--- src/rtl/imem_load_ctrl.sv ---
// Instruction RAM port owner: streams a program from the debug UART into RAM, or hands the port to fetch.
// Optional IMEM_LOAD_CSUM_EN adds load_csum, the mod-256 sum of bytes accepted in the current load.
module imem_load_ctrl #(
    parameter int              AW       = 9,
    parameter int              DW       = 32,
    parameter logic [DW-1:0]   END_WORD = 32'hFFFF_FFFF
) (
    input  logic          clk,
    input  logic          reset,
    input  logic          cmd_load,
    input  logic          cmd_run,
    input  logic          cmd_step,
    input  logic          cmd_halt,
    input  logic [7:0]    rx_data,
    input  logic          rx_valid,
    input  logic [AW-1:0] pcf,
    output logic          mem_en,
    output logic          mem_we,
    output logic [AW-1:0] mem_addr,
    output logic [DW-1:0] mem_din,
    output logic          fetch_en,
    output logic          pc_clr,
    output logic          busy,
    output logic [AW:0]   load_words,
    output logic [2:0]    state_o
`ifdef IMEM_LOAD_CSUM_EN
    ,
    output logic [7:0]    load_csum
`endif
);

    typedef enum logic [2:0] {
        S_IDLE = 3'd0,
        S_LOAD = 3'd1,
        S_RUN  = 3'd2,
        S_HALT = 3'd3,
        S_STEP = 3'd4
    } state_t;

    state_t        state_q, state_d;
    logic [1:0]    bcnt_q;
    logic [AW-1:0] waddr_q;
    logic [DW-1:0] asm_q;
    logic [DW-1:0] wdata_q;
    logic          wr_pend_q;
    logic          pc_clr_q;
    logic [AW:0]   load_words_q;
`ifdef IMEM_LOAD_CSUM_EN
    logic [7:0]    csum_q;
`endif

    logic [DW-1:0] asm_next;
    logic          wr_last;
    logic          load_entry;
    logic          in_load;

    assign asm_next   = {asm_q[DW-9:0], rx_data};
    assign in_load    = (state_q == S_LOAD);
    // The pending write closes the load if it carries the end marker or hits the top address.
    assign wr_last    = wr_pend_q && ((wdata_q == END_WORD) || (waddr_q == {AW{1'b1}}));
    assign load_entry = cmd_load && (state_q != S_STEP);

    always_comb begin
        state_d = state_q;
        case (state_q)
            S_IDLE: begin
                if (cmd_load)      state_d = S_LOAD;
                else if (cmd_halt) state_d = S_IDLE;
                else if (cmd_step) state_d = S_STEP;
                else if (cmd_run)  state_d = S_RUN;
            end
            S_LOAD: begin
                if (cmd_load)                state_d = S_LOAD;
                else if (cmd_halt || wr_last) state_d = S_HALT;
            end
            S_RUN: begin
                if (cmd_load)      state_d = S_LOAD;
                else if (cmd_halt) state_d = S_HALT;
            end
            S_HALT: begin
                if (cmd_load)      state_d = S_LOAD;
                else if (cmd_halt) state_d = S_HALT;
                else if (cmd_step) state_d = S_STEP;
                else if (cmd_run)  state_d = S_RUN;
            end
            S_STEP:  state_d = S_HALT;
            default: state_d = S_IDLE;
        endcase
    end

    always_ff @(posedge clk) begin
        if (reset) begin
            state_q      <= S_IDLE;
            bcnt_q       <= 2'd0;
            waddr_q      <= '0;
            asm_q        <= '0;
            wdata_q      <= '0;
            wr_pend_q    <= 1'b0;
            pc_clr_q     <= 1'b1;
            load_words_q <= '0;
`ifdef IMEM_LOAD_CSUM_EN
            csum_q       <= 8'd0;
`endif
        end else begin
            state_q  <= state_d;
            pc_clr_q <= load_entry;
            if (load_entry) begin
                bcnt_q       <= 2'd0;
                waddr_q      <= '0;
                asm_q        <= '0;
                wr_pend_q    <= 1'b0;
                load_words_q <= '0;
`ifdef IMEM_LOAD_CSUM_EN
                csum_q       <= 8'd0;
`endif
            end else if (in_load) begin
                if (wr_pend_q) begin
                    waddr_q      <= waddr_q + 1'b1;
                    load_words_q <= load_words_q + 1'b1;
                end
                // A completed word is only queued if the load continues; a halt discards it.
                wr_pend_q <= rx_valid && (bcnt_q == 2'd3) && (state_d == S_LOAD);
                if (rx_valid) begin
                    asm_q  <= asm_next;
                    bcnt_q <= bcnt_q + 2'd1;
                    if (bcnt_q == 2'd3)
                        wdata_q <= asm_next;
`ifdef IMEM_LOAD_CSUM_EN
                    csum_q <= csum_q + rx_data;
`endif
                end
            end else begin
                wr_pend_q <= 1'b0;
            end
        end
    end

    // RAM and fetch strobes are forced low while reset is asserted so no write escapes a reset.
    assign mem_we     = in_load && wr_pend_q && !reset;
    assign mem_en     = !reset && (mem_we || (state_q == S_RUN) || (state_q == S_HALT)
                                          || (state_q == S_STEP));
    assign fetch_en   = !reset && ((state_q == S_RUN) || (state_q == S_STEP));
    assign mem_addr   = in_load ? waddr_q : ((state_q == S_IDLE) ? '0 : pcf);
    assign mem_din    = mem_we ? wdata_q : '0;
    assign pc_clr     = pc_clr_q;
    assign busy       = in_load;
    assign load_words = load_words_q;
    assign state_o    = state_q;
`ifdef IMEM_LOAD_CSUM_EN
    assign load_csum  = csum_q;
`endif

endmodule

--- config.mk ---
export PLATFORM = sky130hd
export DESIGN_NAME = imem_load_ctrl
export DESIGN_NICKNAME = d
export VERILOG_FILES = /design/src/rtl/imem_load_ctrl.sv
export SDC_FILE = /design/constraint.sdc
export NUM_CORES = 1
export LEC_CHECK = 0
export CAP_MARGIN = 20
export CORE_MARGIN = 1
export CORE_UTILIZATION = 45
export CTS_CLUSTER_DIAMETER = 60
export DETAILED_ROUTE_END_ITERATION = 10
export HOLD_SLACK_MARGIN = 0.12
export PLACE_DENSITY = 0.76
export RECOVER_POWER = 25
export SYNTH_ARGS = -nofsm -noshare
export SYNTH_HDL_FRONTEND = slang
export SYNTH_SLANG_ARGS = --single-unit
--- constraint.sdc ---
create_clock -name clk -period 1.69 [get_ports clk]
set_input_delay 0.4225 -clock clk [delete_from_list [all_inputs] [get_ports clk]]
set_output_delay 0.4225 -clock clk [all_outputs]
set_load 0.02 [all_outputs]
==> impl_metrics.py <==
metrics = {
    "floorplanning": {
        "dieArea_mm2": 0.008265,
        "die_h_um": 90.91,
        "dieWidth_um": 90.91,
        "num_rows": 32,
        "core_mm2": 0.007687,
        "initial_utilization": 0.4627,
        "top_level_ports": 83,
    },
    "layout": {
        "fillers": 627,
        "fin_nets": 598,
        "design_area_mm2": 0.005184,
        "drive_gt1_frac": 0.3026,
        "syn2layout_area_growth_pct": 45.73,
        "post-route-util": 0.6743,
        "diodes": 0,
        "final_cell_mix": "144 x nand2_1, 79 x dfxtp_1, 55 x a21oi_1",
        "mostFrequentLayoutCell": "nand2_1",
    },
    "synthesis": {
        "syn-cell-area_mm2": 0.003557,
        "avgSynthCellArea_um2": 7.750,
        "syn_nets": 487,
        "synth-seq-area-share": 0.4615,
        "ys.warnings.count": 0,
        "synth_edf_count": 0,
        "ys_seq_elements": 82,
        "synth-async-reset-ratio": 0,
        "yosysUniqueCellTypes": 39,
        "syn_inst": 459,
        "ys.flop_type": "dfxtp_1",
    },
    "route": {
        "dr.pass1.iters": 4,
        "first_iter_violations": 149,
        "drc": 0,
        "vias": 3474,
        "wl_per_cell_um": 13.70,
        "ant_nets": 0,
        "drt-total-wl_um": 9277,
        "viasPerCell": 5.131,
    },
    "status": {
        "outcome": "finished, violations left",
        "violations": "setup timing",
    },
    "global_route": {
        "grt_start_max_net_pins": 38,
        "overflow": 0,
        "grt_pass1_vias": 3244,
        "antenna_found_initial": 0,
        "track_usage": 0.2227,
        "grt_pass1_wl_um": 14860,
    },
    "worst_setup_path": {
        "cp.required_ns": 1.27,
        "end_kind": "output port",
        "cp-start-kind": "flop",
        "critical_path.most_common_cell": "nor2_4",
        "cp_slowest_stage_delay_ns": 0.36,
        "cp_top_family": "simple AND/OR/NAND/NOR gates",
        "critical_path_class": "reg2out",
        "cp_slowest_cell": "dfxtp_4",
        "worstPathArrival_ns": 1.58,
        "cp.buffers_inverters": 2,
        "path_max_fanout": 17,
        "crit_chain": "nor2_4, nand3_2, nor2_4, buf_8, and2_2, buf_6",
    },
    "timing": {
        "finalCriticalPeriod_ns": 2.001,
        "max_freq_mhz": 499.9,
        "setup_viol": 111,
        "finClkSkew_ns": 0.008427,
        "period_share": 1.184,
        "finalSetupTns_ns": -15.13,
        "report.final.slew_viol_count": 0,
        "grt_setup_unrepaired": "true",
        "max_slew_margin": 0.4962,
        "hold_viol": 0,
        "setup_ws_ns": -0.3106,
        "worst_slew_pin_slew_ns": 0.7558,
    },
    "power": {
        "irDropWorstVdd_mv": 0.4485,
        "pwr-share-clk": 0.388,
        "power_frac_comb": 0.085,
        "p_int_mw": 2.789,
        "swShare": 0.2458,
        "p_seq_frac": 0.526,
        "p_per_area_mw_per_mm2": 713.4,
        "power_mw": 3.698,
        "p_sw_mw": 0.9090,
        "power.leakage_nw": 2.020,
    },
    "clocking": {
        "clock-root-buffer": "clkbuf_8",
        "insertion_delay_ns": 0.35,
        "cts.reportedPaths.clkPinSlew_ns": 0.09,
        "cts_num_sinks": 82,
        "cts_max_level": 3,
        "cts_inserted_buffers": 9,
        "cts_tree": "built",
        "cts_hold_buf": 0,
        "cts_buffer_depth": 2,
    },
    "place": {
        "dp_hpwl_um": 5912,
        "pre_cts_slack_ns": -0.6776,
        "port-buffer-count": 82,
        "place_congestion": 0.7922,
        "dpl_cell_area_mm2": 0.004738,
    },
    "hold_path": {
        "hp-class": "reg2reg",
    },
    "run": {
        "maxCapViolations": 0,
    },
}
==> kinds of logic after synthesis <==
family | count (synthesis) | synth area share
buffers and inverters | 31 | 0.04115
XOR/XNOR | 18 | 0.04432
adder cells (fa/ha/maj) | 4 | 0.01407
flip-flops | 82 | 0.4615
AND/OR/NAND/NOR | 251 | 0.3306
AO/OA/AOI/OAI | 73 | 0.1083
==> flip-flops by register name, indices dropped and copies added (netlist names) <==
| register | count |
|---|---|
| asm_q | 24 |
| bcnt_q | 2 |
| load_words | 10 |
| pc_clr | 1 |
| state_o | 3 |
| waddr_q | 9 |
| wdata_q | 32 |
| wr_pend_q | 1 |
==> power groups by stage <==
stage | Clock, mW | Combinational, mW | Sequential, mW
floorplan | 0 | 0.116 | 2.00
global placement | 0 | 0.266 | 1.99
detailed placement | 0 | 0.270 | 1.99
CTS | 1.45 | 0.270 | 1.95
global route | 1.55 | 0.338 | 1.95
finish | 1.44 | 0.316 | 1.95
==> layer usage <==
layer | up-vias | track usage | routed length (um)
met2 | 91 | 0.3946 | 4598
met1 | 1642 | 0.2693 | 4099
met5 | - | 0 | 0
met3 | 14 | 0.03704 | 397
li1 | 1727 | - | -
met4 | 0 | 0.08333 | 181
==> path summary, 6_finish.rpt <==
path	startpoint	end	slack (ns)	depth (start not counted)
min reg2reg	asm_q[23]	wdata_q[31]	0.45	2
max reg2reg	state_o[1]	wdata_q[21]	-0.13	10
min	asm_q[23]	wdata_q[31]	0.45	2
max	state_o[1]	mem_din[7]	-0.31	6
==> per-stage QoR <==
step | hold WS (ns) | std cells
floorplan | 0.4321 | 459
global placement | 0.4446 | 648
detailed placement | 0.4504 | 648
CTS | 0.4520 | 672
global route | 0.4727 | 677
finish | 0.4506 | 677
==> final cells by class <==
type                            count  area [um2]  share of cell area
Sequential cell                    82        1650              0.3184
Timing Repair Buffer              129        1271              0.2452
Multi-Input combinational cell    347        1928              0.3720
Tap cell                          102       127.6             0.02462
Inverter                            1       3.754           0.0007241
Clock buffer                        9       123.9             0.02390
Clock inverter                      7       78.83             0.01521
==> what timing repair did <==
action                                  CTS  global route
pin swaps                                 7             9
endpoints found under the hold margin     0             0
buffers inserted                          6             6
endpoints found under the setup margin   81            80
gates resized for setup                 276            42
cloned                                    2             3
==> synthesized netlist by cell type (2+ instances only) <==
library cell  number  area [um2]
nand2_1          147       551.8
dfxtp_1           82        1642
a21oi_1           65       325.3
and2_1            33       206.5
nor2_1            20       75.07
nand3_1           14       70.07
buf_2             12       60.06
nand4_1           12       75.07
clkbuf_1          11       41.29
xor2_1            10       87.58
xnor2_1            8       70.07
buf_1              4       15.01
ha_1               4       50.05
nor3_1             4       20.02
and3_1             3       18.77
nor2b_1            3       18.77
buf_4              2       15.01
nor4_1             2       12.51
o21ai_0            2       10.01
or2_2              2       12.51
==> worst register-to-register path: stages, from the launching register on <==
cell and delay [ns]:
dfxtp_4 0.36, nor2_4 0.13, buf_4 0.13, buf_8 0.11, buf_6 0.13, buf_4 0.11
nand3_2 0.08, nor3b_2 0.21, buf_4 0.24, nand2_1 0.09, a21oi_1 0.15
Power figures use the tool's default switching activity.
